===== src/rtl/doodle_vertical_ctrl_if.sv =====
// Signal bundle between the bump integrator / game logic and the doodle vertical controller.
// The controller itself uses the slave modport.
interface doodle_vertical_ctrl_if;
    logic       frame_tick;
    logic       start;
    logic [2:0] bump;
    logic [9:0] movement;
    logic [9:0] doodle_y;
    logic [4:0] speed_y;
    logic       fly;
    logic [1:0] jump_state;
    logic [9:0] scroll_amt;
    logic       land_pulse;
    logic       break_pulse;
    logic       game_over;

    modport master (
        output frame_tick, start, bump, movement,
        input  doodle_y, speed_y, fly, jump_state, scroll_amt,
        input  land_pulse, break_pulse, game_over
    );

    modport slave (
        input  frame_tick, start, bump, movement,
        output doodle_y, speed_y, fly, jump_state, scroll_amt,
        output land_pulse, break_pulse, game_over
    );
endinterface


===== src/rtl/doodle_vertical_ctrl.sv =====
// Doodle vertical motion: jump launch, gravity, screen-scroll clamp, bounces and floor death.
//   state | meaning
//   IDLE  | waiting on the start pad for the first launch
//   RISE  | moving up, speed decays by GRAVITY each frame
//   FALL  | moving down, accepts bumps, speed grows to MAX_FALL
//   DEAD  | hit the floor, waiting for restart
module doodle_vertical_ctrl #(
    parameter int unsigned START_Y  = 400,
    parameter int unsigned JUMP_V   = 16,
    parameter int unsigned SPRING_V = 28,
    parameter int unsigned GRAVITY  = 1,
    parameter int unsigned MAX_FALL = 12,
    parameter int unsigned SCROLL_Y = 160,
    parameter int unsigned FLOOR_Y  = 470
) (
    input  logic                  i_clk,
    input  logic                  i_rst_n,
    doodle_vertical_ctrl_if.slave bus
);
    typedef enum logic [1:0] {
        S_IDLE = 2'd0,
        S_RISE = 2'd1,
        S_FALL = 2'd2,
        S_DEAD = 2'd3
    } state_t;

    localparam logic [9:0]  P_START  = 10'(START_Y);
    localparam logic [4:0]  P_JUMP   = 5'(JUMP_V);
    localparam logic [4:0]  P_SPRING = 5'(SPRING_V);
    localparam logic [4:0]  P_GRAV   = 5'(GRAVITY);
    localparam logic [4:0]  P_MAXF   = 5'(MAX_FALL);
    localparam logic [9:0]  P_SCROLL = 10'(SCROLL_Y);
    localparam logic [10:0] P_FLOOR  = 11'(FLOOR_Y);

    state_t     r_state;
    logic [9:0] r_y;
    logic [4:0] r_speed;
    logic       r_fly;
    logic [9:0] r_scroll;
    logic       r_land;
    logic       r_break;
    logic       r_over;

    logic [9:0]  w_rise_top;
    logic        w_rise_clamp;
    logic [9:0]  w_scroll;
    logic [10:0] w_fall_sum;
    logic [4:0]  w_speed_inc;
    logic [4:0]  w_speed_fall;
    logic        w_bounce;

    // Compare speed + SCROLL_Y against y instead of speed against y - SCROLL_Y,
    // so nothing can go negative even if y ever sits above the scroll line.
    assign w_rise_top   = {5'd0, r_speed} + P_SCROLL;
    assign w_rise_clamp = w_rise_top > r_y;
    assign w_scroll     = w_rise_top - r_y;
    assign w_fall_sum   = {1'b0, r_y} + {6'd0, r_speed};
    assign w_speed_inc  = r_speed + P_GRAV;
    assign w_speed_fall = (w_speed_inc > P_MAXF) ? P_MAXF : w_speed_inc;
    assign w_bounce     = (bus.bump == 3'd1) || (bus.bump == 3'd2) || (bus.bump == 3'd4);

    always_ff @(posedge i_clk) begin
        if (!i_rst_n) begin
            r_state  <= S_IDLE;
            r_y      <= P_START;
            r_speed  <= 5'd0;
            r_fly    <= 1'b0;
            r_scroll <= 10'd0;
            r_land   <= 1'b0;
            r_break  <= 1'b0;
            r_over   <= 1'b0;
        end else begin
            r_scroll <= 10'd0;
            r_land   <= 1'b0;
            r_break  <= 1'b0;
            if (bus.frame_tick) begin
                case (r_state)
                    S_IDLE: begin
                        if (bus.start) begin
                            r_state <= S_RISE;
                            r_speed <= P_JUMP;
                            r_fly   <= 1'b1;
                        end
                    end
                    S_RISE: begin
                        if (r_speed <= P_GRAV) begin
                            r_state <= S_FALL;
                            r_speed <= 5'd0;
                            r_fly   <= 1'b0;
                        end else begin
                            if (w_rise_clamp) begin
                                r_y      <= P_SCROLL;
                                r_scroll <= w_scroll;
                            end else begin
                                r_y <= r_y - {5'd0, r_speed};
                            end
                            r_speed <= r_speed - P_GRAV;
                        end
                    end
                    S_FALL: begin
                        // Bounce wins over the floor check, even below the floor line.
                        if (w_bounce) begin
                            r_state <= S_RISE;
                            r_y     <= r_y + bus.movement;
                            r_speed <= (bus.bump == 3'd4) ? P_SPRING : P_JUMP;
                            r_fly   <= 1'b1;
                            r_land  <= 1'b1;
                        end else begin
                            r_break <= (bus.bump == 3'd3);
                            if (w_fall_sum >= P_FLOOR) begin
                                r_state <= S_DEAD;
                                r_y     <= P_FLOOR[9:0];
                                r_speed <= 5'd0;
                                r_over  <= 1'b1;
                            end else begin
                                r_y     <= w_fall_sum[9:0];
                                r_speed <= w_speed_fall;
                            end
                        end
                    end
                    S_DEAD: begin
                        if (bus.start) begin
                            r_state <= S_IDLE;
                            r_y     <= P_START;
                            r_speed <= 5'd0;
                            r_fly   <= 1'b0;
                            r_over  <= 1'b0;
                        end
                    end
                    default: r_state <= S_IDLE;
                endcase
            end
        end
    end

    assign bus.doodle_y    = r_y;
    assign bus.speed_y     = r_speed;
    assign bus.fly         = r_fly;
    assign bus.jump_state  = r_state;
    assign bus.scroll_amt  = r_scroll;
    assign bus.land_pulse  = r_land;
    assign bus.break_pulse = r_break;
    assign bus.game_over   = r_over;
endmodule


===== src/flat_wrapper.sv =====
// flat-port wrapper written by rule: the top's interface ports become plain ports
module doodle_vertical_ctrl_flat 
#(
    parameter int unsigned START_Y  = 400,
    parameter int unsigned JUMP_V   = 16,
    parameter int unsigned SPRING_V = 28,
    parameter int unsigned GRAVITY  = 1,
    parameter int unsigned MAX_FALL = 12,
    parameter int unsigned SCROLL_Y = 160,
    parameter int unsigned FLOOR_Y  = 470
)
  (i_clk, i_rst_n, bus_frame_tick, bus_start, bus_bump, bus_movement, bus_doodle_y, bus_speed_y, bus_fly, bus_jump_state, bus_scroll_amt, bus_land_pulse, bus_break_pulse, bus_game_over);
  doodle_vertical_ctrl_if bus_i ();
  input  logic i_clk;
  input  logic i_rst_n;
  input wire logic [$bits(bus_i.frame_tick)-1:0] bus_frame_tick;
  input wire logic [$bits(bus_i.start)-1:0] bus_start;
  input wire logic [$bits(bus_i.bump)-1:0] bus_bump;
  input wire logic [$bits(bus_i.movement)-1:0] bus_movement;
  output wire logic [$bits(bus_i.doodle_y)-1:0] bus_doodle_y;
  output wire logic [$bits(bus_i.speed_y)-1:0] bus_speed_y;
  output wire logic [$bits(bus_i.fly)-1:0] bus_fly;
  output wire logic [$bits(bus_i.jump_state)-1:0] bus_jump_state;
  output wire logic [$bits(bus_i.scroll_amt)-1:0] bus_scroll_amt;
  output wire logic [$bits(bus_i.land_pulse)-1:0] bus_land_pulse;
  output wire logic [$bits(bus_i.break_pulse)-1:0] bus_break_pulse;
  output wire logic [$bits(bus_i.game_over)-1:0] bus_game_over;
  assign bus_i.frame_tick = bus_frame_tick;
  assign bus_i.start = bus_start;
  assign bus_i.bump = bus_bump;
  assign bus_i.movement = bus_movement;
  assign bus_doodle_y = bus_i.doodle_y;
  assign bus_speed_y = bus_i.speed_y;
  assign bus_fly = bus_i.fly;
  assign bus_jump_state = bus_i.jump_state;
  assign bus_scroll_amt = bus_i.scroll_amt;
  assign bus_land_pulse = bus_i.land_pulse;
  assign bus_break_pulse = bus_i.break_pulse;
  assign bus_game_over = bus_i.game_over;
  doodle_vertical_ctrl #(.START_Y(START_Y), .JUMP_V(JUMP_V), .SPRING_V(SPRING_V), .GRAVITY(GRAVITY), .MAX_FALL(MAX_FALL), .SCROLL_Y(SCROLL_Y), .FLOOR_Y(FLOOR_Y)) u_core (.i_clk(i_clk), .i_rst_n(i_rst_n), .bus(bus_i));
endmodule

===== config.mk =====
export PLATFORM = sky130hd
export DESIGN_NAME = doodle_vertical_ctrl_flat
export DESIGN_NICKNAME = d
export VERILOG_FILES = /design/src/rtl/doodle_vertical_ctrl_if.sv /design/src/rtl/doodle_vertical_ctrl.sv /design/src/flat_wrapper.sv
export SDC_FILE = /design/constraint.sdc
export NUM_CORES = 1
export LEC_CHECK = 0
export BUFFER_PORTS_ARGS = -buffer_cell sky130_fd_sc_hd__clkbuf_2
export CORE_UTILIZATION = 35
export CTS_CLUSTER_DIAMETER = 30
export DETAILED_ROUTE_END_ITERATION = 16
export PLACE_DENSITY_LB_ADDON = 0.12
export REMOVE_ABC_BUFFERS = 1
export SLEW_MARGIN = 40
export SYNTH_ARGS = -nofsm -noshare
export SYNTH_HDL_FRONTEND = slang
export SYNTH_SLANG_ARGS = --single-unit

===== constraint.sdc =====
create_clock -name i_clk -period 3.5 [get_ports i_clk]
set_input_delay 0.175 -clock i_clk [delete_from_list [all_inputs] [get_ports i_clk]]
set_output_delay 0.175 -clock i_clk [all_outputs]
set_load 0.05 [all_outputs]

---- Word-level counts from Yosys, hierarchy flattened ----
Cells that the tools add are included.
word-level totals
  bits in registers ....................... 31
  RAM bits ................................ 0
  memories ................................ 0
  input bits .............................. 17
  word-level logic and storage cells ...... 81
  latch bits .............................. 0
  bits in read-only memories .............. 0
operators by class
  multiply operators ...................... 0
  add/subtract/negate cells ............... 7
  bitwise logic cells ..................... 5
  div/mod/pow operators ................... 0
  eq/ne operators ......................... 15
  $lt $le $gt $ge ......................... 4
  reductions and logical operators ........ 13
  muxes and demuxes ....................... 29
  shift-type cells ........................ 0
operators with widths
  operator             count
  $mux 10              5
  $mux 5               6
  $pmux 10 s3          1
  $pmux 5 s4           1
  $reduce_and 5->1     3
  $add 10x5->11        1
  $ge 11x9->1 const B  1
  $add 10x10->10       1
  $gt 10x10->1         1
  $mux 2               5
  $sub 10x10->10       1
  $sub 10x5->10        1
  $add 5x8->9 const B  1
  $ne 2x2->1 const B   4
  $pmux 2 s4           1
  $mux 1               7
  $eq 3x2->1 const B   2
  $ne 2x1->1 const B   3
  $reduce_and 3->1     2
  $add 5x1->5 const B  1
  $gt 5x4->1 const B   1
  $le 5x1->1 const B   1
  $not 1->1            5
  $reduce_or 5->1      1
  15 further kinds     17

---- Logic depth before layout (Yosys ltp) ----
  depth after elaboration ................. 6
  mapped depth ............................ 11
  depth with buffers taken out ............ 11

---- Worst setup path before layout ----
Ideal clock, no wire load.
  path type ............................... flip-flop to flip-flop
  start ................................... reg u_core.r_speed[1], in the netlist u_core.bus.speed_y[1]
  end ..................................... reg u_core.r_y[3], in the netlist u_core.bus.doodle_y[3]
  clock period less this slack ............ 3,094 ps
  slack ................................... 406 ps
  cell stages (with the launch flop) ...... 10
  arrival ................................. 3,007 ps
  required time ........................... 3,414 ps
  path through ............................ dfxtp_1 -> inv_1 -> ha_1 -> nand2b_4 -> a211oi_4 -> or4b_1 -> nand3_1 -> o2111a_2 -> or3_1 -> a221oi_2
between the ends
  longest elaborated chain between the ends .. 5
RTL lines
  element                                       line                                                     text
  start: declaration                            doodle_vertical_ctrl.sv:37                               logic [4:0] r_speed;
  start signal: assignment                      doodle_vertical_ctrl.sv:97                               r_speed <= r_speed - P_GRAV;
  start signal: assignment                      doodle_vertical_ctrl.sv:105                              r_speed <= (bus.bump == 3'd4) ? P_SPRING : P_JUMP;
  start signal: assignment                      doodle_vertical_ctrl.sv:117                              r_speed <= w_speed_fall;
  $add 10x5->11 or $add 5x8->9 (tied branches)  doodle_vertical_ctrl.sv:57, doodle_vertical_ctrl.sv:54
  $ge 11x9->1 or $gt 10x10->1 (tied branches)   doodle_vertical_ctrl.sv:110, doodle_vertical_ctrl.sv:55
  $mux 10 (on tied branches)                    doodle_vertical_ctrl.sv:110, doodle_vertical_ctrl.sv:91
  $mux 10 (on tied branches)                    doodle_vertical_ctrl.sv:102, doodle_vertical_ctrl.sv:86
  $pmux 10 s3                                   doodle_vertical_ctrl.sv:77                               case (r_state)
  end signal: assignment                        doodle_vertical_ctrl.sv:104                              r_y <= r_y + bus.movement;
  end signal: assignment                        doodle_vertical_ctrl.sv:112                              r_y <= P_FLOOR[9:0];
  end signal: assignment                        doodle_vertical_ctrl.sv:116                              r_y <= w_fall_sum[9:0];
  end: declaration                              doodle_vertical_ctrl.sv:36                               logic [9:0] r_y;
Several ways; a longest one is shown, not always the timed one. The select of a mux whose other input is x is not followed.
A chain may end at the register's enable or synchronous reset.

---- Worst setup path after layout ----
  start ................................... reg u_core.r_speed[4], in the netlist u_core.bus.speed_y[4]
  end ..................................... reg u_core.r_y[3], in the netlist u_core.bus.doodle_y[3]
The elaborated chain is that of the path after synthesis.

==> summary.txt <==
Seq cells post-synth -> 31
Worst setup SP type -> register
number of enable flip-flop cells after synthesis -> 0
CP delay by family, top -> simple AND/OR/NAND/NOR gates
vias in the first global route -> 2825
mean cell area of the mapped netlist -> 7.697 um2
leakage -> 1.382 nW
CTS tree -> done
Worst Setup End Kind -> register
sum of negative setup slack -> 0 ns
count of pins on the block boundary -> 48
part of the cycle the worst path needs -> 88.09%
largest net degree at the start of global routing -> 20
via count -> 3037
maximum operating frequency -> 324.4 MHz
antenna cells -> 0
vias per cell -> 5.730
most common library cells after synthesis -> sky130_fd_sc_hd__nor2_1, sky130_fd_sc_hd__dfxtp_1, sky130_fd_sc_hd__a21oi_1, sky130_fd_sc_hd__ha_1, sky130_fd_sc_hd__nand2_1
routability congestion estimate from global placement -> 0.9254
number of buffers added by the clock tree synthesis step -> 5
Post-Synthesis Cell Area -> 0.002948 mm2
# H-tree levels -> 2
clock latency on the worst-skew pair -> 0.29 ns
count of routing violations after the opening detailed-route iteration -> 228
fraction of registers with async set or reset after synthesis -> 0%
worst relative slew slack -> 44.29%
placed cell areas -> 0.003287 mm2
CP Data Required Time -> 3.70 ns
drt pass-1 iters -> 5
worst reg2reg path startpoint -> u_core.bus.speed_y[4]
postcts setup bufs -> 0
chain of cells forming the critical path -> inv_1, ha_1, and3b_1, a221o_1, nand2b_4, mux2i_4, nand2_2, or3_1, a221oi_2
Setup crit start -> u_core.bus.speed_y[4]
post-detailed-route wirelength per cell -> 17.94 um
category of the most critical setup path -> reg -> reg
CP peak stage delay -> 0.65 ns
area of the core region -> 0.008175 mm2
library cell with the largest summed area after synthesis -> sky130_fd_sc_hd__dfxtp_1
master of the slowest instance on the critical path -> sky130_fd_sc_hd__ha_1
top post-synthesis cells by area -> sky130_fd_sc_hd__dfxtp_1, sky130_fd_sc_hd__ha_1, sky130_fd_sc_hd__nor2_1
GR Util All Layers -> 22.60%
Vert. Die Dim -> 93.78 um
Hold Crit Start -> bus_bump[2]
floorplan die area -> 0.008794 mm2
unrepaired setup endpoints after global routing -> false
post-synth top area share -> 21.05%
number of nets in the final layout -> 472
clock period minus final worst setup slack -> 3.083 ns
wire length of the first global-routing pass -> 15.10 mm
post-detailed-route DRC marker count -> 0
Worst Max-Slew Pin Slew -> 0.8269 ns
Remaining Overflow, GRT -> 0
count of port buffers added during placement -> 47
floorplan row count -> 33
Post-DP HPWL -> 7.240 mm
Chip Width -> 93.78 um
root cell of the clock tree -> sky130_fd_sc_hd__clkbuf_8
CTS clock-pin slew for the worst setup and hold paths -> 0.08 ns
number of max-slew violations in the final report -> 0
area added between synthesis and finish -> 14.90%
cell with the most instances after synthesis -> sky130_fd_sc_hd__nor2_1
Ys Warns -> 0
power per unit of standard cell area -> 294.5 mW/mm2
maximum fanout encountered on the critical timing path -> 16
Final Skew -> 0.01111 ns
Setup violations, final -> 0
buffer levels on the longest clock path -> 2
path category of the worst min-delay check -> in -> reg
total wire length after detailed routing -> 9.510 mm
Buf+Inv Stages, Crit Path -> 1
result of the run -> completed
Worst EP arrival -> 3.28 ns
maximum vdd ir drop -> 0.0001933 V
final hold viol count -> 0
Post-CTS Resized -> 0
initial antenna violation count -> 0
number of instances in the synthesized netlist -> 383
design area -> 0.003387 mm2
total of max-cap violations -> 0
fraction of the yosys area taken by sequential cells -> 21.05%
starting density of the core -> 36.06%
number of sinks on the clock net -> 31
number of distinct library cells after synthesis -> 62
number of buffers inserted by hold repair at cts -> 0
layout cells sized above 1 -> 17.88%
final antenna-violating net count -> 0
most instantiated flip-flop cell in the synthesis netlist -> sky130_fd_sc_hd__dfxtp_1
==> final timing paths <==
kind,endpoint,slack [ns],cells after the start
hold reg to reg,u_core.bus.game_over,0.48,2
setup reg to reg,u_core.bus.doodle_y[3],0.42,9
setup / recovery,u_core.bus.doodle_y[3],0.42,9
hold / removal,u_core.bus.break_pulse,0.09,2
==> area by class of cell <==
type | count | area, um2
clock buffers | 8 | 100.1
fillers | 854 | 4788
repair buffers | 54 | 287.8
multi-input cells | 313 | 2176
well taps | 105 | 131.4
inverters | 19 | 71.32
flip-flops and latches | 31 | 620.6
==> per-layer routing <==
metal  GRT usage (%)  wire (um)  vias up
li1                -          -     1476
met1           31.05       4502     1433
met2           36.37       4379      111
met3           4.045        472       17
met4           5.385        155        0
met5               0          0        -
==> power breakdown <==
group / total (mW) / internal, mW / switching [mW] / leakage, nW
Combinational: 0.277 / 0.0997 / 0.177 / 1.08
Sequential: 0.386 / 0.361 / 0.0242 / 0.251
Clock: 0.335 / 0.180 / 0.155 / 0.0515
==> kinds of logic after synthesis <==
logic type	synth area share, %
AO/OA/AOI/OAI	28.14
XOR/XNOR	5.942
adder cells (fa/ha/maj)	14.18
buffers and inverters	5.136
flip-flops	21.05
multiplexers	1.486
other	0.1272
AND/OR/NAND/NOR	23.94
==> per-stage QoR <==
stage               util [%]  total power [mW]  setup WS [ns]  hold slack, ns  std cells
floorplan                  -            0.5788         0.2809          0.2516        363
global placement       40.21            0.6695         0.5457          0.4048        522
detailed placement     40.21            0.6653         0.4866          0.4045        522
CTS                    41.43             1.000         0.4451         0.09178        530
global route           41.43             1.048         0.2192         0.09787        530
finish                 41.43            0.9974         0.4170         0.09302        530
==> state kept, by name, indices dropped and copies added (netlist names) <==
| name | cells |
|---|---|
| u_core.bus.land_pulse | 1 |
| u_core.bus.game_over | 1 |
| u_core.bus.doodle_y | 10 |
| u_core.bus.speed_y | 5 |
| u_core.bus.fly | 1 |
| u_core.bus.scroll_amt | 10 |
| u_core.bus.break_pulse | 1 |
| u_core.bus.jump_state | 2 |
==> placed cells by master (no fill, tap or decap), types with 12 or more instances in the layout <==
master / instances
sky130_fd_sc_hd__clkbuf_2: 47
sky130_fd_sc_hd__nor2_1: 43
sky130_fd_sc_hd__inv_1: 19
sky130_fd_sc_hd__nor3_1: 17
sky130_fd_sc_hd__a21oi_1: 29
sky130_fd_sc_hd__dfxtp_1: 31
sky130_fd_sc_hd__nand3_1: 12
sky130_fd_sc_hd__o21ai_0: 22
sky130_fd_sc_hd__xnor2_1: 16
sky130_fd_sc_hd__nand2_1: 23
sky130_fd_sc_hd__ha_1: 27
==> worst reg2reg max path, cell delays in order (launching register included) <==
cell,delay [ns]
sky130_fd_sc_hd__dfxtp_1,0.52
sky130_fd_sc_hd__inv_1,0.17
sky130_fd_sc_hd__ha_1,0.65
sky130_fd_sc_hd__and3b_1,0.24
sky130_fd_sc_hd__a221o_1,0.30
sky130_fd_sc_hd__nand2b_4,0.16
sky130_fd_sc_hd__mux2i_4,0.23
sky130_fd_sc_hd__nand2_2,0.12
sky130_fd_sc_hd__or3_1,0.36
sky130_fd_sc_hd__a221oi_2,0.23
Power figures use the tool's default switching activity.
